**src/rtl/riscv_pkg.sv**
```systemverilog
// Shared RISC-V core definitions: widths, reset defaults, opcode encodings
// and the fetch FSM state type.
package riscv_pkg;

    localparam int          XLEN         = 32;
    localparam logic [31:0] RESET_PC_DEF = 32'h0000_0000;
    localparam logic [31:0] NOP          = 32'h0000_0013;

    localparam logic [6:0] OP_IMM = 7'd19;
    localparam logic [6:0] STORE  = 7'd35;
    localparam logic [6:0] JAL    = 7'd111;
    localparam logic [6:0] LOAD   = 7'd3;
    localparam logic [6:0] BRANCH = 7'd99;
    localparam logic [6:0] LUI    = 7'd55;
    localparam logic [6:0] OP     = 7'd51;

    // IDLE: nothing outstanding; WAIT: response will be kept; DROP: response will be discarded.
    typedef enum logic [1:0] {
        IDLE = 2'd0,
        WAIT = 2'd1,
        DROP = 2'd2
    } fetch_state_t;

endpackage

```
**src/rtl/fetch_fifo.sv**
```systemverilog
// Small instruction buffer holding {instr, pc} pairs between instruction
// memory and decode; synchronous flush, asynchronous reset.
module fetch_fifo #(
    parameter int          DEPTH     = 2,
    parameter int          XLEN      = riscv_pkg::XLEN,
    parameter logic [31:0] RST_INSTR = riscv_pkg::NOP
) (
    input  logic                     clk,
    input  logic                     rst,
    input  logic                     push,
    input  logic [31:0]              push_instr,
    input  logic [XLEN-1:0]          push_pc,
    input  logic                     pop,
    input  logic                     flush,
    output logic [31:0]              head_instr,
    output logic [XLEN-1:0]          head_pc,
    output logic [$clog2(DEPTH):0]   count
);

    localparam int AW = $clog2(DEPTH);

    logic [31:0]     instr_mem [DEPTH];
    logic [XLEN-1:0] pc_mem    [DEPTH];
    logic [AW-1:0]   rd_ptr;
    logic [AW-1:0]   wr_ptr;
    logic            do_push;
    logic            do_pop;

    // Flush beats both push and pop; popping an empty buffer is ignored.
    assign do_push = push && !flush;
    assign do_pop  = pop && !flush && (count != '0);

    // NOTE: state updates use non-blocking assignments so every register samples pre-edge values.
    always_ff @(posedge clk or posedge rst) begin
        if (rst) begin
            rd_ptr <= '0;
            wr_ptr <= '0;
            count  <= '0;
            // NOTE: the storage is reset only because the head must read as a NOP at pc 0 out of reset.
            for (int i = 0; i < DEPTH; i++) begin
                instr_mem[i] <= RST_INSTR;
                pc_mem[i]    <= '0;
            end
        end else if (flush) begin
            rd_ptr <= '0;
            wr_ptr <= '0;
            count  <= '0;
        end else begin
            if (do_push) begin
                instr_mem[wr_ptr] <= push_instr;
                pc_mem[wr_ptr]    <= push_pc;
                wr_ptr            <= wr_ptr + 1'b1;
            end
            if (do_pop) begin
                rd_ptr <= rd_ptr + 1'b1;
            end
            case ({do_push, do_pop})
                2'b10:   count <= count + 1'b1;
                2'b01:   count <= count - 1'b1;
                default: count <= count;
            endcase
        end
    end

    assign head_instr = instr_mem[rd_ptr];
    assign head_pc    = pc_mem[rd_ptr];

endmodule

```
**src/rtl/instr_fetch.sv**
```systemverilog
// Instruction fetch unit: owns the PC, keeps at most one memory read in
// flight, buffers returned words and hands them to decode with valid/ready.
module instr_fetch #(
    parameter int              XLEN     = riscv_pkg::XLEN,
    parameter logic [XLEN-1:0] RESET_PC = riscv_pkg::RESET_PC_DEF,
    parameter int              DEPTH    = 2
) (
    input  logic            clk,
    input  logic            rst,
    output logic            imem_req,
    output logic [XLEN-1:0] imem_addr,
    input  logic            imem_rvalid,
    input  logic [31:0]     imem_rdata,
    input  logic            redirect_valid,
    input  logic [XLEN-1:0] redirect_pc,
    output logic            instr_valid,
    input  logic            instr_ready,
    output logic [31:0]     instr,
    output logic [XLEN-1:0] instr_pc,
    output logic [6:0]      opcode
);

    import riscv_pkg::*;

    localparam int            CW   = $clog2(DEPTH) + 1;
    localparam logic [CW-1:0] FULL = CW'(DEPTH);

    fetch_state_t    state;
    fetch_state_t    state_nxt;
    logic [XLEN-1:0] pc;
    logic [XLEN-1:0] req_pc;
    logic [XLEN-1:0] redirect_aligned;
    logic [CW-1:0]   count;
    logic            issue;
    logic            push;
    logic            pop;

    assign redirect_aligned = {redirect_pc[XLEN-1:2], 2'b00};

    // Issuing only from IDLE means an outstanding request already owns a buffer slot.
    assign issue = !rst && (state == IDLE) && (count < FULL) && !redirect_valid;

    assign imem_req    = issue;
    assign imem_addr   = pc;
    assign instr_valid = (count != '0);
    assign pop         = instr_valid && instr_ready;
    assign opcode      = instr[6:0];

    // NOTE: every always_comb output gets a default first, so no path can infer a latch.
    always_comb begin
        state_nxt = state;
        push      = 1'b0;
        unique case (state)
            IDLE: begin
                if (issue) state_nxt = WAIT;
            end
            WAIT: begin
                if (imem_rvalid) begin
                    push      = !redirect_valid;
                    state_nxt = IDLE;
                end else if (redirect_valid) begin
                    state_nxt = DROP;
                end
            end
            DROP: begin
                if (imem_rvalid) state_nxt = IDLE;
            end
            default: state_nxt = IDLE;
        endcase
    end

    always_ff @(posedge clk or posedge rst) begin
        if (rst) begin
            state  <= IDLE;
            pc     <= RESET_PC;
            req_pc <= RESET_PC;
        end else begin
            state <= state_nxt;
            if (redirect_valid) begin
                pc <= redirect_aligned;
            end else if (issue) begin
                pc     <= pc + XLEN'(4);
                req_pc <= pc;
            end
        end
    end

    fetch_fifo #(
        .DEPTH     (DEPTH),
        .XLEN      (XLEN),
        .RST_INSTR (NOP)
    ) u_fifo (
        .clk        (clk),
        .rst        (rst),
        .push       (push),
        .push_instr (imem_rdata),
        .push_pc    (req_pc),
        .pop        (pop),
        .flush      (redirect_valid),
        .head_instr (instr),
        .head_pc    (instr_pc),
        .count      (count)
    );

endmodule

```
**config.mk**
```make
export PLATFORM = sky130hd
export DESIGN_NAME = instr_fetch
export DESIGN_NICKNAME = d
export VERILOG_FILES = /design/src/rtl/riscv_pkg.sv /design/src/rtl/fetch_fifo.sv /design/src/rtl/instr_fetch.sv
export SDC_FILE = /design/constraint.sdc
export NUM_CORES = 1
export LEC_CHECK = 0
export ABC_CLOCK_PERIOD_IN_PS = 17250
export CORE_UTILIZATION = 30
export DETAILED_ROUTE_END_ITERATION = 10
export SYNTH_ARGS = -nofsm -noshare
export SYNTH_HDL_FRONTEND = slang
export SYNTH_SLANG_ARGS = --single-unit
export TNS_END_PERCENT = 50
```
**constraint.sdc**
```tcl
create_clock -name clk -period 17.25 [get_ports clk]
set_clock_uncertainty 0.2 [all_clocks]
set_input_delay 3.45 -clock clk [delete_from_list [all_inputs] [get_ports clk]]
set_output_delay 3.45 -clock clk [all_outputs]
set_load 0.02 [all_outputs]
```
-- Word-level counts from Yosys, hierarchy flattened
Index checks and enable logic that the tools add are counted.
W data, S select, Z words.
- flip-flop bits (word level): 198
- output and inout bits: 105
- logic and storage cells: 73
- add/subtract/negate cells: 5
- magnitude comparators: 4
- eq/ne operators: 7
- muxes and demuxes: 25
- bitwise gates (word level): 3
- reductions and logical operators: 19
- operator list (cell ; number):
    $mux W32 ; 9
    $bwmux W64 ; 2
    $add A32 B3 Y32 const B ; 1
    $demux W32 S1 ; 1
    $mux W2 ; 5
    $logic_and A1 B1 Y1 ; 8
    $reduce_bool A2 Y1 ; 4
    $mux W1 ; 6
    $pmux W2 S3 ; 1
    $eq A2 B1 Y1 const B ; 2
    $eq A2 B2 Y1 const B ; 2
    $ge A2 B2 Y1 const B ; 2
    $ne A2 B2 Y1 const B ; 2
    $not A1 Y2 ; 2
    $pmux W2 S2 ; 1
    $reduce_and A2 Y1 ; 2
    $ne A3 B3 Y1 const B ; 1
    $reduce_and A3 Y1 ; 1
    $reduce_bool A3 Y1 ; 1
    $add A1 B1 Y1 const B ; 2
    $add A2 B1 Y2 const B ; 1
    $logic_not A1 Y1 ; 2
    $logic_not A2 Y1 ; 1
    $lt A2 B1 Y1 const B ; 1
    3 further kinds ; 3

-- Longest topological paths before layout
- word-level depth: 7
- depth in mapped cells: 7
- depth with buffers taken out: 5

-- Modules after synthesis
Synthesis repeated with hierarchy kept, for this count alone.
- cells, all modules: 651
- area, all modules: 9151.3 sq um
- modules (own cells, without submodules) (module ; times used ; cells each ; area each (sq um) ; sequential area each (sq um)):
    fetch_fifo ; 1 ; 363 ; 6063.3 ; 3310.7
    instr_fetch ; 1 ; 288 ; 3088.0 ; 1551.5

-- Worst setup path before layout
No wires, ideal clock.
- kind: input to output
- start: input port rst
- end: output port imem_req
- data arrival time: 4648 ps
- setup slack: 8952 ps
- stages: 4
- path buffers: 2
- path through: or4_1 > buf_2 > nor2_1 > clkbuf_1
- word-level cells in the longest chain between the ends: 4
- ends and longest elaborated chain (element ; RTL line ; text):
    from (decl) ; instr_fetch.sv:9 ; input logic rst,
    $logic_not A1 Y1 (no source line) ; - ;
    $logic_and A1 B1 Y1 (3 in a row) ; instr_fetch.sv:41 ; assign issue = !rst && (state == IDLE) && (count < FULL) && !redirect_valid;
    to (decl) ; instr_fetch.sv:10 ; output logic imem_req,
No other way between the ends.

-- Final worst setup path
Same ends and word-level chain as after synthesis.

==> flow_metrics.env <==
export IMPL_status="completed"
export IMPL_final_hold_violation_count=0
export IMPL_power_switching_w=0.000454
export IMPL_cp_data_required_time_ns=13.60
export IMPL_clockPowerShare=0.265
export IMPL_dp_hpwl_um=12200
export IMPL_met1_usage=0.184
export IMPL_endpoint_kind="output pin"
export IMPL_wl_per_cell_um=16.8
export IMPL_vdd_drop_max_v=0.0000658
export IMPL_seqPwrFrac=0.418
export IMPL_die_h_um=171
export IMPL_p_int_w=0.00102
export IMPL_clock_sinks=190
export IMPL_numPortBuffers=167
export IMPL_post_route_util=0.398
export IMPL_finalSetupTns_ns=0
export IMPL_row_count=61
export IMPL_grt_use_met2=0.216
export IMPL_core_um2=27900
export IMPL_slew_headroom=0.316
export IMPL_power_frac_comb=0.317
export IMPL_maxCapViolations=0
export IMPL_crit_start="rst"
export IMPL_rsz0062_at_grt="no"
export IMPL_grtUsageTotal=0.140
export IMPL_final_common_cell="mux2_2"
export IMPL_antenna_cells=0
export IMPL_clkTransAtPathRegs_ns=0.07
export IMPL_postCtsSetupBuffers=0
export IMPL_dieArea_um2=29100
export IMPL_grt_max_degree=117
export IMPL_grt_overflow=0
export IMPL_fmax_ghz=0.111
export IMPL_timing_rr_start="u_fifo.count[1]$_DFFE_PP0P_"
export IMPL_cts_buffer_depth=2
export IMPL_synth_area_per_cell_um2=13.3
export IMPL_path_class="input pin to output pin"
export IMPL_first_global_vias=5697
export IMPL_grt_pass1_wl_um=31300
export IMPL_drtAntennaViolNets=0
export IMPL_syn_inst=639
export IMPL_drt_iter0_drc=186
export IMPL_yosysSeqAreaShare=0.559
export IMPL_fin_crit_ns=9.03
export IMPL_pin_count=174
export IMPL_ys_types=36
export IMPL_drive_above_1_share=0.338
export IMPL_firstDrtPassIters=4
export IMPL_start_util=0.306
export IMPL_async_flop_share=1.00
export IMPL_path_max_fanout=9
export IMPL_num_vias=5594
export IMPL_worstHoldStart="u_fifo.pc_mem[9]$_DFFE_PP0P_"
export IMPL_wl_um=19700
export IMPL_top_usage_layer="met2"
export IMPL_yosysWarnings=0
export IMPL_worst_pin_slew_ns=1.03
export IMPL_cts_resized=0
export IMPL_critPathArrivalTime_ns=5.38
export IMPL_holdBufCountCts=0
export IMPL_clk_latency_ns=0.43
export IMPL_area_growth_pct=30.2
export IMPL_period_share=0.524
export IMPL_synth_edf_count=0
export IMPL_numCtsBuffers=17
export IMPL_cts_tree="built"
export IMPL_layout_common_cells="216 x mux2_2, 183 x dfrtp_1, 167 x clkdlybuf4s50_1"
export IMPL_drv_slew=0
export IMPL_synth_area_um2=8520
export IMPL_fin_nets=854
export IMPL_synthFlopType="dfrtp_1"
export IMPL_p_leak_nw=4.59
export IMPL_met3_usage=0.0437
export IMPL_drc=0
export IMPL_gp_congestion=0.726
export IMPL_p_sw_frac=0.307
export IMPL_die_w_um=171
export IMPL_power_density_nw_per_um2=133
export IMPL_cts_root_buf="clkbuf_16"
export IMPL_hp_class="flip-flop to flip-flop"
export IMPL_vias_per_cell=4.76
export IMPL_setup_viol_count_final=0
export IMPL_synth_seq_cells=190
export IMPL_antenna_found_initial=0
export IMPL_cts_htree_levels=4
export IMPL_start_kind="input pin"
## critical path: stages
cell and delay (ns):
clkdlybuf4s50_1 0.52, or4_1 0.63, nor2_4 0.16, clkdlybuf4s50_1 0.62
## synth_stat cells (2+ instances only)
cell / number / area (µm²)
nand4_1: 10 / 62.6
buf_2: 4 / 20.0
a21oi_1: 2 / 10.0
clkbuf_1: 34 / 128
xnor2_1: 5 / 43.8
nand3_1: 10 / 50.1
or3_1: 5 / 31.3
buf_4: 11 / 82.6
nor2_1: 25 / 93.8
and4_1: 4 / 35.0
or4_1: 19 / 143
a31oi_1: 19 / 119
o31ai_1: 14 / 105
dfrtp_1: 184 / 4600
inv_1: 4 / 15.0
nand3b_1: 2 / 15.0
o211ai_1: 2 / 15.0
nand2_1: 24 / 90.1
xor2_1: 7 / 61.3
o21ai_0: 14 / 70.1
and3_1: 2 / 12.5
nor4_1: 3 / 18.8
mux2_2: 216 / 2430
dfstp_2: 6 / 158
mux2i_1: 2 / 20.0
## sequential cells by signal, summed over array words and instances (netlist names)
signal,flops
imem_addr,30
u_fifo.pc_mem,60
u_fifo.wr_ptr,1
state,2
u_fifo.count,2
u_fifo.instr_mem,64
req_pc,30
u_fifo.rd_ptr,1
## power by group through the flow
stage	Sequential [W]	Combinational, W	Clock [W]
after floorplan	0.000614	0.000284	0
after global placement	0.000624	0.000470	0
after detailed placement	0.000628	0.000473	0
after CTS	0.000619	0.000476	0.000406
after global routing	0.000636	0.000502	0.000423
final	0.000618	0.000468	0.000392
## final timing paths
check	slack [ns]	cells after the start	to
max in group asynchronous	11.99	3	req_pc[23]$_DFFE_PP0P_
min	0.30	1	u_fifo.pc_mem[9]$_DFFE_PP0P_
max	8.22	4	imem_req
max reg2reg	14.13	4	imem_addr[25]$_DFFE_PP0P_
min in group asynchronous	3.39	2	state[1]$_DFFE_PP0P_
min reg2reg	0.30	1	u_fifo.pc_mem[9]$_DFFE_PP0P_
## metrics by stage
step | hold WS, ns | area [µm²] | std cells | setup WS (ns) | total power, W
after floorplan | 0.274 | 8530 | 642 | 8.44 | 0.000898
after global placement | 0.281 | 10500 | 1143 | 8.21 | 0.00109
after detailed placement | 0.287 | 10500 | 1143 | 8.21 | 0.00110
after CTS | 0.305 | 11100 | 1175 | 8.20 | 0.00150
after global routing | 0.314 | 11100 | 1175 | 8.14 | 0.00156
final | 0.301 | 11100 | 1175 | 8.22 | 0.00148
## logic make-up after synthesis
| group | share of synthesized area |
|---|---|
| DFF | 0.559 |
| muxes | 0.288 |
| buffers and inverters | 0.0305 |
| other | 0.000440 |
| adders and majority gates | 0.00147 |
| and+or+nand+nor | 0.0689 |
| AOI/OAI and AO/OA | 0.0396 |
| xor gates and xnor gates | 0.0123 |
## final cells by class
type / count / area, µm²
inverter: 4 / 22.5
timing repair buffer: 174 / 1720
tap: 378 / 473
sequential: 190 / 4770
multi-input combinational: 397 / 3530
clock inverter: 15 / 154
clock buffer: 17 / 425
fill: 2676 / 16800
## per-layer routing
| layer | share of wire | up-vias |
|---|---|---|
| met5 | 0 | - |
| met4 | 0.018 | 0 |
| met3 | 0.058 | 25 |
| met2 | 0.46 | 142 |
| met1 | 0.46 | 2814 |
| li1 | - | 2613 |
No activity file was read; power rests on OpenSTA's default activity.
